**src/rtl/lsu_pkg.sv**
```systemverilog
// Shared definitions for the load/store memory master: RV32I funct3
// encodings, the FSM state type and the request-classification helpers.
package lsu_pkg;

    localparam logic [2:0] F3_B  = 3'd0;
    localparam logic [2:0] F3_H  = 3'd1;
    localparam logic [2:0] F3_W  = 3'd2;
    localparam logic [2:0] F3_BU = 3'd4;
    localparam logic [2:0] F3_HU = 3'd5;

    typedef enum logic [2:0] {
        IDLE,
        RD,
        RDC,
        WR,
        RESP
    } lsu_state_t;

    // Stores only support SB/SH/SW; loads reject the three unused codes.
    function automatic logic lsu_is_illegal(input logic is_store, input logic [2:0] funct3);
        if (is_store) begin
            return (funct3 > F3_W);
        end
        return (funct3 == 3'd3) || (funct3 == 3'd6) || (funct3 == 3'd7);
    endfunction

    // Halfwords need an even address, words need a word-aligned address.
    function automatic logic lsu_is_misaligned(input logic [2:0] funct3, input logic [1:0] addr_lo);
        case (funct3)
            F3_H, F3_HU: return addr_lo[0];
            F3_W:        return (addr_lo != 2'b00);
            default:     return 1'b0;
        endcase
    endfunction

endpackage

```
**src/rtl/lsu_align.sv**
```systemverilog
// Purely combinational lane logic: extracts and extends load data from a
// raw memory word, and merges sub-word store data into a read-back word.
// Lanes are little-endian: byte k lives in bits [8k+7:8k].
module lsu_align
    import lsu_pkg::*;
(
    input  logic [2:0]  funct3,
    input  logic [1:0]  addr_lo,
    input  logic [31:0] raw_word,
    input  logic [31:0] store_data,
    output logic [31:0] load_value,
    output logic [31:0] store_word
);

    logic [4:0]  byte_shift;
    logic [4:0]  half_shift;
    logic [31:0] byte_lane;
    logic [31:0] half_lane;

    // Move the addressed byte/halfword down to bit 0 for extension.
    always_comb begin
        byte_shift = {addr_lo, 3'b000};
        half_shift = {addr_lo[1], 4'b0000};
        byte_lane  = raw_word >> byte_shift;
        half_lane  = raw_word >> half_shift;
    end

    // Load extension: signed for LB/LH, zero for LBU/LHU, pass-through for LW.
    always_comb begin
        load_value = '0;
        case (funct3)
            F3_B:    load_value = {{24{byte_lane[7]}}, byte_lane[7:0]};
            F3_H:    load_value = {{16{half_lane[15]}}, half_lane[15:0]};
            F3_W:    load_value = raw_word;
            F3_BU:   load_value = {24'd0, byte_lane[7:0]};
            F3_HU:   load_value = {16'd0, half_lane[15:0]};
            default: load_value = '0;
        endcase
    end

    // Store merge: clear the target lane in the read-back word and OR in the new data.
    always_comb begin
        store_word = raw_word;
        case (funct3)
            F3_B: store_word = (raw_word & ~(32'h0000_00FF << byte_shift))
                             | ({24'd0, store_data[7:0]} << byte_shift);
            F3_H: store_word = (raw_word & ~(32'h0000_FFFF << half_shift))
                             | ({16'd0, store_data[15:0]} << half_shift);
            F3_W: store_word = store_data;
            default: store_word = raw_word;
        endcase
    end

endmodule

```
**src/rtl/lsu_mem_master.sv**
```systemverilog
// Memory-stage load/store initiator for the single-port word-addressed
// DataMemory. One request at a time; sub-word stores are done as
// read-modify-write; misaligned and illegal requests never touch memory.
// All outputs are registered and loaded from the next-state value, so each
// output is high exactly while the FSM sits in the matching state.
module lsu_mem_master
    import lsu_pkg::*;
#(
    parameter int ADDR_W = 32,
    parameter int DATA_W = 32
) (
    input  logic              clk,
    input  logic              rst,
    input  logic              req_valid,
    output logic              req_ready,
    input  logic              req_is_store,
    input  logic [2:0]        req_funct3,
    input  logic [ADDR_W-1:0] req_addr,
    input  logic [DATA_W-1:0] req_wdata,
    output logic              resp_valid,
    output logic [DATA_W-1:0] resp_rdata,
    output logic              resp_misaligned,
    output logic              resp_illegal,
    output logic              mem_read,
    output logic              mem_write,
    output logic [ADDR_W-1:0] mem_addr,
    output logic [DATA_W-1:0] mem_wdata,
    input  logic [DATA_W-1:0] mem_rdata
);

    lsu_state_t        state;
    lsu_state_t        state_next;

    logic              cap_is_store;
    logic [2:0]        cap_funct3;
    logic [ADDR_W-1:0] cap_addr;
    logic [DATA_W-1:0] cap_wdata;

    logic              req_accept;
    logic              req_illegal;
    logic              req_misaligned;
    logic              req_error;
    logic [ADDR_W-1:0] word_addr_next;

    logic [DATA_W-1:0] load_value;
    logic [DATA_W-1:0] store_word;

    // Lane logic always works on the captured request and the live read data,
    // which is only meaningful while in RDC.
    lsu_align u_align (
        .funct3     (cap_funct3),
        .addr_lo    (cap_addr[1:0]),
        .raw_word   (mem_rdata),
        .store_data (cap_wdata),
        .load_value (load_value),
        .store_word (store_word)
    );

    // Classify the incoming request; illegal wins so at most one flag is set.
    always_comb begin
        req_accept     = (state == IDLE) && req_valid;
        req_illegal    = lsu_is_illegal(req_is_store, req_funct3);
        req_misaligned = !req_illegal && lsu_is_misaligned(req_funct3, req_addr[1:0]);
        req_error      = req_illegal || req_misaligned;
        word_addr_next = req_accept ? {req_addr[ADDR_W-1:2], 2'b00}
                                    : {cap_addr[ADDR_W-1:2], 2'b00};
    end

    // State register.
    always_ff @(posedge clk) begin
        if (rst) begin
            state <= IDLE;
        end else begin
            state <= state_next;
        end
    end

    // Next-state logic: errors skip memory, SW writes directly, everything else reads first.
    always_comb begin
        state_next = state;
        case (state)
            IDLE: begin
                if (req_valid) begin
                    if (req_error) begin
                        state_next = RESP;
                    end else if (req_is_store && (req_funct3 == F3_W)) begin
                        state_next = WR;
                    end else begin
                        state_next = RD;
                    end
                end
            end
            RD:      state_next = RDC;
            RDC:     state_next = cap_is_store ? WR : RESP;
            WR:      state_next = RESP;
            RESP:    state_next = IDLE;
            default: state_next = IDLE;
        endcase
    end

    // Capture all request fields on the accept edge; they stay put for the whole access.
    always_ff @(posedge clk) begin
        if (rst) begin
            cap_is_store <= 1'b0;
            cap_funct3   <= '0;
            cap_addr     <= '0;
            cap_wdata    <= '0;
        end else if (req_accept) begin
            cap_is_store <= req_is_store;
            cap_funct3   <= req_funct3;
            cap_addr     <= req_addr;
            cap_wdata    <= req_wdata;
        end
    end

    // Handshake and memory strobes, registered from the state being entered.
    always_ff @(posedge clk) begin
        if (rst) begin
            req_ready <= 1'b1;
            mem_read  <= 1'b0;
            mem_write <= 1'b0;
            mem_addr  <= '0;
            mem_wdata <= '0;
        end else begin
            req_ready <= (state_next == IDLE);
            mem_read  <= (state_next == RD);
            mem_write <= (state_next == WR);
            if ((state_next == RD) || (state_next == WR)) begin
                mem_addr <= word_addr_next;
            end else begin
                mem_addr <= '0;
            end
            if (state_next == WR) begin
                mem_wdata <= req_accept ? req_wdata : store_word;
            end else begin
                mem_wdata <= '0;
            end
        end
    end

    // Response pulse plus result/flags, which are refreshed only when entering RESP.
    always_ff @(posedge clk) begin
        if (rst) begin
            resp_valid      <= 1'b0;
            resp_rdata      <= '0;
            resp_misaligned <= 1'b0;
            resp_illegal    <= 1'b0;
        end else begin
            resp_valid <= (state_next == RESP);
            if (state_next == RESP) begin
                if (req_accept) begin
                    resp_rdata      <= '0;
                    resp_misaligned <= req_misaligned;
                    resp_illegal    <= req_illegal;
                end else if ((state == RDC) && !cap_is_store) begin
                    resp_rdata      <= load_value;
                    resp_misaligned <= 1'b0;
                    resp_illegal    <= 1'b0;
                end else begin
                    resp_rdata      <= '0;
                    resp_misaligned <= 1'b0;
                    resp_illegal    <= 1'b0;
                end
            end
        end
    end

endmodule

```
**config.mk**
```make
export PLATFORM = sky130hd
export DESIGN_NAME = lsu_mem_master
export DESIGN_NICKNAME = d
export VERILOG_FILES = /design/src/rtl/lsu_pkg.sv /design/src/rtl/lsu_align.sv /design/src/rtl/lsu_mem_master.sv
export SDC_FILE = /design/constraint.sdc
export NUM_CORES = 1
export LEC_CHECK = 0
export BUFFER_PORTS_ARGS = -buffer_cell sky130_fd_sc_hd__buf_2
export CAP_MARGIN = 20
export CORE_MARGIN = 2
export CORE_UTILIZATION = 40
export DETAILED_ROUTE_END_ITERATION = 12
export HOLD_SLACK_MARGIN = 0.05
export SLEW_MARGIN = 20
export SYNTH_ARGS = -nofsm -noshare
export SYNTH_HDL_FRONTEND = slang
export SYNTH_SLANG_ARGS = --single-unit
export TNS_END_PERCENT = 50
```
**constraint.sdc**
```tcl
create_clock -name clk -period 3.7 [get_ports clk]
set_input_delay 0.185 -clock clk [delete_from_list [all_inputs] [get_ports clk]]
set_output_delay 0.185 -clock clk [all_outputs]
set_load 0.02 [all_outputs]
```
==> flow_metrics.env, run 1 <==
export IMPL_ctsHtreeMaxLevel=4
export IMPL_finalNonFillerCells=1210
export IMPL_final_max_slew_viol_count=0
export IMPL_ys_seq_area_share_pct=49.8
export IMPL_grt_pass1_vias=6074
export IMPL_ys_async_sr_fraction_pct=0
export IMPL_ant_nets=0
export IMPL_power_leakage_uw=0.00410
export IMPL_skew_ps=9.65
export IMPL_layout_min_cycle_time_ps=2420
export IMPL_min_to="cap_wdata[9]"
export IMPL_clock_sinks=171
export IMPL_worst_slack_ps=1280
export IMPL_worst_setup_path_start_kind="flip-flop"
export IMPL_nNetsFinal=1080
export IMPL_dpl_cell_area_mm2=0.00798
export IMPL_yosysUniqueCellTypes=58
export IMPL_yosysTopAreaCellShare_pct=49.8
export IMPL_r2r_start="cap_funct3[0]"
export IMPL_drc=0
export IMPL_cts_buffers=17
export IMPL_hold_slack_ps=66.9
export IMPL_grt_pass1_wl_um=33700
export IMPL_clkTransAtPathRegs_ps=70
export IMPL_synthTopCellsByCount="dfxtp_1, nor2_1, nand2_1, a21oi_1, clkbuf_1"
export IMPL_period_share_pct=65.4
export IMPL_clk_latency_ps=430
export IMPL_rr_worst_depth=4
export IMPL_clockBufferDepth=2
export IMPL_synth_avg_cell_area_um2=9.22
export IMPL_worst_slew_pin_slew_ps=1110
export IMPL_status="finished, final reports clean"
export IMPL_cellPowerDensity_mw_per_mm2=469
export IMPL_r2r_slack_ps=1280
export IMPL_viasPerCell=5.45
export IMPL_drtIter0Drc=517
export IMPL_portBuffers=202
export IMPL_relSlewSlack_pct=25.8
export IMPL_synth_area_leaders="dfxtp_1, nor2_1, nand2_1, mux2i_1, a21oi_1"
export IMPL_ys_warn_count=0
export IMPL_vias=6594
export IMPL_yosysTopAreaCell="dfxtp_1"
export IMPL_root_buffer="clkbuf_16"
export IMPL_min_path_cells=3
export IMPL_place_congestion=0.868
export IMPL_grt_ovfl_total=0
export IMPL_postCtsSetupRepairBufs=0
export IMPL_synthCells=745
export IMPL_worstHoldPathType="in -> reg"
export IMPL_num_fill_cells=1582
export IMPL_critical_path_class="reg -> reg"
export IMPL_startpoint="cap_funct3[0]"
export IMPL_ir_worst_vdd_uv=354
export IMPL_crit_path_max_fanout=20
export IMPL_area_growth_pct=33.8
export IMPL_cap_violations=0
export IMPL_die_w_um=135
export IMPL_antenna_found_initial=0
export IMPL_r2r_end="resp_rdata[1]"
export IMPL_start_util_pct=41.1
export IMPL_rsz0062_at_grt="no"
export IMPL_die_y_um=135
export IMPL_arrival_ps=2740
export IMPL_grt_max_degree=88
export IMPL_drtPass1Iterations=5
export IMPL_syn_area_mm2=0.00687
export IMPL_multi_input_area_mm2=0.00316
export IMPL_pre_cts_slack_ps=1310
export IMPL_synth_edf_count=0
export IMPL_cp_required_ps=4020
export IMPL_ioPinCount=205
export IMPL_post_drt_wl_per_cell_um=18.3
export IMPL_num_rows=47
export IMPL_finalSetupTns_ps=0
export IMPL_drive_above_1_share_pct=26.4
export IMPL_synth_flop_cell="dfxtp_1"
export IMPL_dp_cells=1115
export IMPL_timing_fmax_mhz=413
export IMPL_synth_seq_cells=171
export IMPL_wl_um=22100
export IMPL_n_antenna_cell=0
export IMPL_track_usage_pct=24.0
export IMPL_endpoint_kind="flip-flop"
export IMPL_dp_hpwl_um=15200
export IMPL_fp_coreArea_mm2=0.0167
export IMPL_finalHoldViolations=0
export IMPL_post_synth_top_count_cell="dfxtp_1"
export IMPL_hold_start="req_wdata[9]"
export IMPL_seq_area_mm2=0.00342
export IMPL_final_area_mm2=0.00919
export IMPL_final_setup_viol_count=0
export IMPL_die_area_mm2=0.0182
export IMPL_cts_tree="yes"
cell usage in the layout (no fill, tap or decap), types with 4 or more instances in the layout:
cell,instances
nor2_1,95
a21boi_0,5
o2bb2ai_1,17
clkbuf_16,17
a21oi_1,53
dlygate4sd3_1,63
dfxtp_1,171
inv_6,5
buf_4,8
mux2i_1,30
nand3_1,14
a2bb2oi_1,5
a211oi_1,21
a221oi_1,13
mux4_2,8
nor3_1,4
buf_2,202
a32oi_1,5
nand2_1,91
a22o_1,7
a21o_1,19
o21ai_0,27
nor3b_1,6
a31oi_1,10
a311oi_1,8
a22oi_1,20
inv_1,5
flip-flops by register name, summed over array words and instances (netlist names):
| signal | flops |
|---|---|
| cap_wdata | 32 |
| mem_read | 1 |
| cap_addr | 32 |
| resp_rdata | 32 |
| resp_illegal | 1 |
| cap_is_store | 1 |
| cap_funct3 | 3 |
| resp_misaligned | 1 |
| resp_valid | 1 |
| req_ready | 1 |
| mem_wdata | 32 |
| state | 3 |
| mem_write | 1 |
| mem_addr | 30 |
how the worst max path moves through the flow:
| stage | end | slack [ps] | cells after the start |
|---|---|---|---|
| 2_1_floorplan | resp_rdata[13] | 1970 | 7 |
| 3_3_place_gp | resp_rdata[4] | 1340 | 4 |
| 3_5_place_dp | resp_rdata[4] | 1310 | 4 |
| 4_1_cts | resp_rdata[1] | 1260 | 4 |
| 5_1_grt | mem_wdata[29] | 1010 | 4 |
| 6_report | resp_rdata[1] | 1280 | 4 |
kinds of logic after synthesis:
logic type	after synthesis	synth area share (%)
other cells	1	0.0546
simple gates	235	15.3
flops	171	49.8
buf+inv	68	4.23
mux	41	7.49
compound gates	228	23.0
xor+xnor	1	0.128
final cells by class:
class,count,area share (%)
sequential,171,37.3
multi-input combinational,507,34.4
timing repair buffer,274,18.7
clock buffer,19,4.93
tap,220,3.00
clock inverter,13,1.38
inverter,6,0.245
worst max-delay path, cell delays in order (launching register included):
cell      delay [ps]
dfxtp_1          710
nand2b_1         650
mux4_2           600
a22o_1           210
a21o_1           140
what timing repair did:
action / CTS / global route
endpoints found under the hold margin: 98 / 0
hold buffers: 63 / 0
resized for setup: 0 / 0
metrics by stage:
| step | power, µW | util, % |
|---|---|---|
| finish | 4310 | 55.0 |
| global route | 4490 | 55.0 |
| CTS | 4340 | 55.0 |
| detailed placement | 2570 | 47.8 |
| global placement | 2560 | 47.8 |
| floorplan | 2360 | - |
report_power, final:
group / leakage [µW] / total (µW) / internal, µW / switching [µW]
combinational: 0.00243 / 616 / 254 / 362
clock: 0.000280 / 1730 / 927 / 799
sequential: 0.00139 / 1970 / 1910 / 57.4
routing by layer:
layer	part of all wire (%)	vias up	GRT usage [%]
met1	44	3071	32.9
li1	-	3158	-
met3	8.8	50	6.46
met5	0	-	0
met4	3.1	0	9.32
met2	44	315	36.3
(Power assumes the default switching activity.)
==> run 2, diff against run 1 <==
Settings changed: PLACE_DENSITY from default to 0.67.
Clock period 3.7 ns to 2.2 ns, I/O delays scaled along.
==> flow_metrics.env, run 2 (synthesized netlist as in run 1, its figures left out) <==
export IMPL_relSlewSlack_pct=45.5
export IMPL_die_w_um=135
export IMPL_startpoint="cap_funct3[1]"
export IMPL_power_uw=7470
export IMPL_ant_nets=0
export IMPL_start_util_pct=41.1
export IMPL_max_stage_delay_ps=490
export IMPL_post_drt_wl_per_cell_um=17.9
export IMPL_cts_buffers=17
export IMPL_final_cell_mix="buf_2, dfxtp_1, nor2_1"
export IMPL_path_cells="buf_4, a21o_1, o21ai_0, a211oi_1"
export IMPL_ir_worst_vdd_uv=572
export IMPL_cp_slowest_cell="dfxtp_1"
export IMPL_num_rows=47
export IMPL_final_common_cell="buf_2"
export IMPL_grt_pass1_wl_um=34500
export IMPL_root_buffer="clkbuf_16"
export IMPL_track_usage_pct=24.3
export IMPL_cts_resized=0
export IMPL_period_share_pct=89.2
export IMPL_hold_start="mem_rdata[17]"
export IMPL_dpl_cell_area_mm2=0.00812
export IMPL_worst_slew_pin_slew_ps=818
export IMPL_worstHoldPathType="in -> reg"
export IMPL_die_area_mm2=0.0182
export IMPL_vias=6775
export IMPL_final_setup_viol_count=0
export IMPL_clockBufferDepth=2
export IMPL_drtIter0Drc=529
export IMPL_die_y_um=135
export IMPL_grt_pass1_vias=6424
export IMPL_nNetsFinal=1125
export IMPL_cts_tree="yes"
export IMPL_clk_latency_ps=430
export IMPL_skew_ps=11.6
export IMPL_clock_sinks=171
export IMPL_area_growth_pct=40.2
export IMPL_fp_coreArea_mm2=0.0167
export IMPL_grt_max_degree=71
export IMPL_status="finished, final reports clean"
export IMPL_final_max_slew_viol_count=0
export IMPL_endpoint_kind="flip-flop"
export IMPL_rsz0062_at_grt="no"
export IMPL_timing_fmax_mhz=510
export IMPL_finalSetupTns_ps=0
export IMPL_drtPass1Iterations=5
export IMPL_worst_setup_path_start_kind="flip-flop"
export IMPL_drc=0
export IMPL_postCtsSetupRepairBufs=0
export IMPL_arrival_ps=2300
export IMPL_viasPerCell=5.40
export IMPL_cellPowerDensity_mw_per_mm2=776
export IMPL_portBuffers=202
export IMPL_critical_path_class="reg -> reg"
export IMPL_grt_ovfl_total=0
export IMPL_ioPinCount=205
export IMPL_cap_violations=0
export IMPL_ctsHtreeMaxLevel=4
export IMPL_drive_above_1_share_pct=27.0
export IMPL_crit_path_max_fanout=19
export IMPL_power_leakage_uw=0.00432
export IMPL_ctsHoldBuffers=89
export IMPL_cp_required_ps=2540
export IMPL_hold_slack_ps=73.1
export IMPL_clkTransAtPathRegs_ps=70
export IMPL_layout_min_cycle_time_ps=1960
export IMPL_finalHoldViolations=0
export IMPL_place_congestion=0.874
export IMPL_dp_hpwl_um=15400
export IMPL_r2r_start="cap_funct3[1]"
export IMPL_antenna_found_initial=0
export IMPL_final_area_mm2=0.00963
export IMPL_n_antenna_cell=0
export IMPL_wl_um=22500
## run 2: changes by cell type in the layout (fill, tap and decap cells not counted)
cell / previous run / this run
clkinv_8: 1 / 3
clkbuf_8: 2 / 0
bufinv_16: 0 / 1
buf_12: 1 / 2
inv_6: 5 / 3
clkinvlp_4: 2 / 3
dlygate4sd3_1: 63 / 90
buf_4: 8 / 25
## run 2: final cells by class
cell class / count / area, µm²
fillers: 1501 / 7070
flip-flops and latches: 171 / 3420
multi-input cells: 507 / 3160
repair buffers: 319 / 2140
clock buffers: 17 / 425
well taps: 220 / 275
clock inverters: 15 / 179
inverters: 6 / 22.5
## run 2: worst max-delay path: cells and delay by family (launching register included)
kind | cells | cell delay, ps
compound gates | 3 | 1080
flops | 1 | 490
buf+inv | 1 | 310
## run 2: stage by stage
| step | instances | worst slack [ps] | util [%] |
|---|---|---|---|
| CTS | 1254 | 254 | 57.6 |
| global placement | 1133 | 300 | 48.6 |
| detailed placement | 1133 | 271 | 48.6 |
| floorplan | 746 | 467 | - |
| finish | 1255 | 237 | 57.7 |
| global route | 1255 | 107 | 57.7 |
## run 2: where the power goes
group	switching (µW)	leakage (µW)	internal, µW
clock	1420	0.000285	1620
sequential	83.7	0.00139	3210
combinational	638	0.00264	487
## run 2: worst paths after layout
path	end	slack, ps	cells after the start
setup reg to reg	mem_wdata[16]	240	4
hold / removal	resp_rdata[17]	70	3
hold reg to reg	resp_rdata[5]	450	1
setup / recovery	mem_wdata[16]	240	4
## run 2: metal layers
metal / routed length (µm) / track usage, %
met2: 9930 / 37.9
met5: 0 / 0
met4: 675 / 10.2
met1: 9700 / 32.0
met3: 2180 / 6.53
==> run 3, diff against run 2 <==
Settings changed: CELL_PAD_IN_SITES_DETAIL_PLACEMENT from default to 0, CELL_PAD_IN_SITES_GLOBAL_PLACEMENT from default to 2, CORE_UTILIZATION 40 to 27, PLACE_DENSITY 0.67 to default, PLACE_DENSITY_LB_ADDON from default to 0.1.
==> flow_metrics.env, run 3 (synthesized netlist as in run 1, its figures left out) <==
export IMPL_fin_util_pct=39.1
export IMPL_cts_buffers=17
export IMPL_rsz0062_at_grt="no"
export IMPL_cts_tree="yes"
export IMPL_swShare_pct=30.6
export IMPL_skew_ps=17.0
export IMPL_timing_fmax_mhz=494
export IMPL_critical_path_class="reg -> reg"
export IMPL_wl_um=25300
export IMPL_grt_max_degree=82
export IMPL_worst_setup_path_start_kind="flip-flop"
export IMPL_area_growth_pct=42.8
export IMPL_postCtsSetupRepairBufs=0
export IMPL_p_switching_uw=2320
export IMPL_dp_hpwl_um=18200
export IMPL_grt_pass1_vias=6401
export IMPL_portBuffers=202
export IMPL_final_setup_viol_count=0
export IMPL_start_util_pct=27.4
export IMPL_antenna_found_initial=0
export IMPL_finalHoldViolations=0
export IMPL_p_clk_share_pct=41.3
export IMPL_die_w_um=163
export IMPL_ir_worst_vdd_uv=401
export IMPL_seqPwrFrac_pct=43.6
export IMPL_worstHoldPathType="in -> reg"
export IMPL_p_comb_share_pct=15.1
export IMPL_vias=6690
export IMPL_die_area_mm2=0.0267
export IMPL_ctsHoldBuffers=90
export IMPL_ctsHtreeMaxLevel=4
export IMPL_layout_min_cycle_time_ps=2030
export IMPL_final_cell_mix="buf_2, dfxtp_1, nor2_1"
export IMPL_p_int_uw=5260
export IMPL_final_max_slew_viol_count=0
export IMPL_final_common_cell="buf_2"
export IMPL_period_share_pct=92.1
export IMPL_clock_sinks=171
export IMPL_ioPinCount=205
export IMPL_viasPerCell=4.90
export IMPL_track_usage_pct=18.6
export IMPL_root_buffer="clkbuf_16"
export IMPL_num_rows=58
export IMPL_power_leakage_uw=0.00434
export IMPL_nNetsFinal=1125
export IMPL_fp_coreArea_mm2=0.0251
export IMPL_drive_above_1_share_pct=27.0
export IMPL_worst_slew_pin_slew_ps=1100
export IMPL_status="finished, final reports clean"
export IMPL_post_drt_wl_per_cell_um=18.6
export IMPL_grt_ovfl_total=0
export IMPL_grt_pass1_wl_um=37700
export IMPL_finalSetupTns_ps=0
export IMPL_drc=0
export IMPL_arrival_ps=2400
export IMPL_cp_required_ps=2580
export IMPL_clk_latency_ps=430
export IMPL_clockBufferDepth=2
export IMPL_num_fill_cells=2607
export IMPL_crit_path_max_fanout=18
export IMPL_drtPass1Iterations=5
export IMPL_drtIter0Drc=370
export IMPL_cap_violations=0
export IMPL_clkTransAtPathRegs_ps=80
export IMPL_die_y_um=163
export IMPL_ant_nets=0
export IMPL_cellPowerDensity_mw_per_mm2=773
export IMPL_relSlewSlack_pct=26.2
export IMPL_place_congestion=0.795
export IMPL_endpoint_kind="flip-flop"
export IMPL_cts_resized=0
export IMPL_n_antenna_cell=0
run 3: cell types whose count changed in the layout (fill, tap and decap cells not counted), sizes merged:
cell      delta
clkinvlp     -2
bufinv       -1
clkinv       +2
inv          +1
run 3: power groups by stage:
stage	Sequential, µW	Combinational (µW)	Clock, µW
final	3300	1140	3130
after global routing	3320	1250	3370
after CTS	3300	1150	3230
after detailed placement	3380	1020	0
after global placement	3370	1020	0
after floorplan	3360	615	0
run 3: layout make-up:
cell class / instances / area [µm²] / area share [%]
clock buffer: 17 / 425 / 4.34
sequential: 171 / 3420 / 34.9
inverter: 6 / 22.5 / 0.230
timing repair buffer: 319 / 2160 / 22.1
tap: 330 / 413 / 4.21
clock inverter: 15 / 195 / 1.99
multi-input combinational: 507 / 3160 / 32.3
run 3: per-layer routing:
metal / GRT usage [%] / up-vias / part of all wire (%)
li1: - / 3242 / -
met4: 6.86 / 0 / 2.8
met3: 4.34 / 34 / 6.2
met1: 24.7 / 3183 / 46
met2: 29.6 / 231 / 45
met5: 0 / - / 0
run 3: worst paths after layout:
path	depth (start not counted)	slack, ps	endpoint	from
setup reg to reg	4	170	resp_rdata[2]	cap_funct3[1]
hold reg to reg	1	450	resp_rdata[13]	resp_rdata[13]
hold / removal	3	70	resp_rdata[28]	mem_rdata[28]
setup / recovery	4	170	resp_rdata[2]	cap_funct3[1]
run 3: worst max-delay path: stages (launching register included):
cell and delay [ps]:
dfxtp_1 490, buf_4 260, nor3b_1 880, a22o_1 270
a21o_1 80
run 3: metrics by stage:
step | power (µW) | instances | cell area (µm²) | hold slack, ps | setup slack, ps
after global routing | 7940 | 1365 | 9810 | 59.8 | 21.6
after detailed placement | 4400 | 1243 | 8290 | 370 | 184
after floorplan | 3980 | 746 | 6870 | 202 | 467
after CTS | 7690 | 1365 | 9810 | 54.5 | 169
after global placement | 4390 | 1243 | 8290 | 367 | 278
final | 7580 | 1365 | 9810 | 69.6 | 174
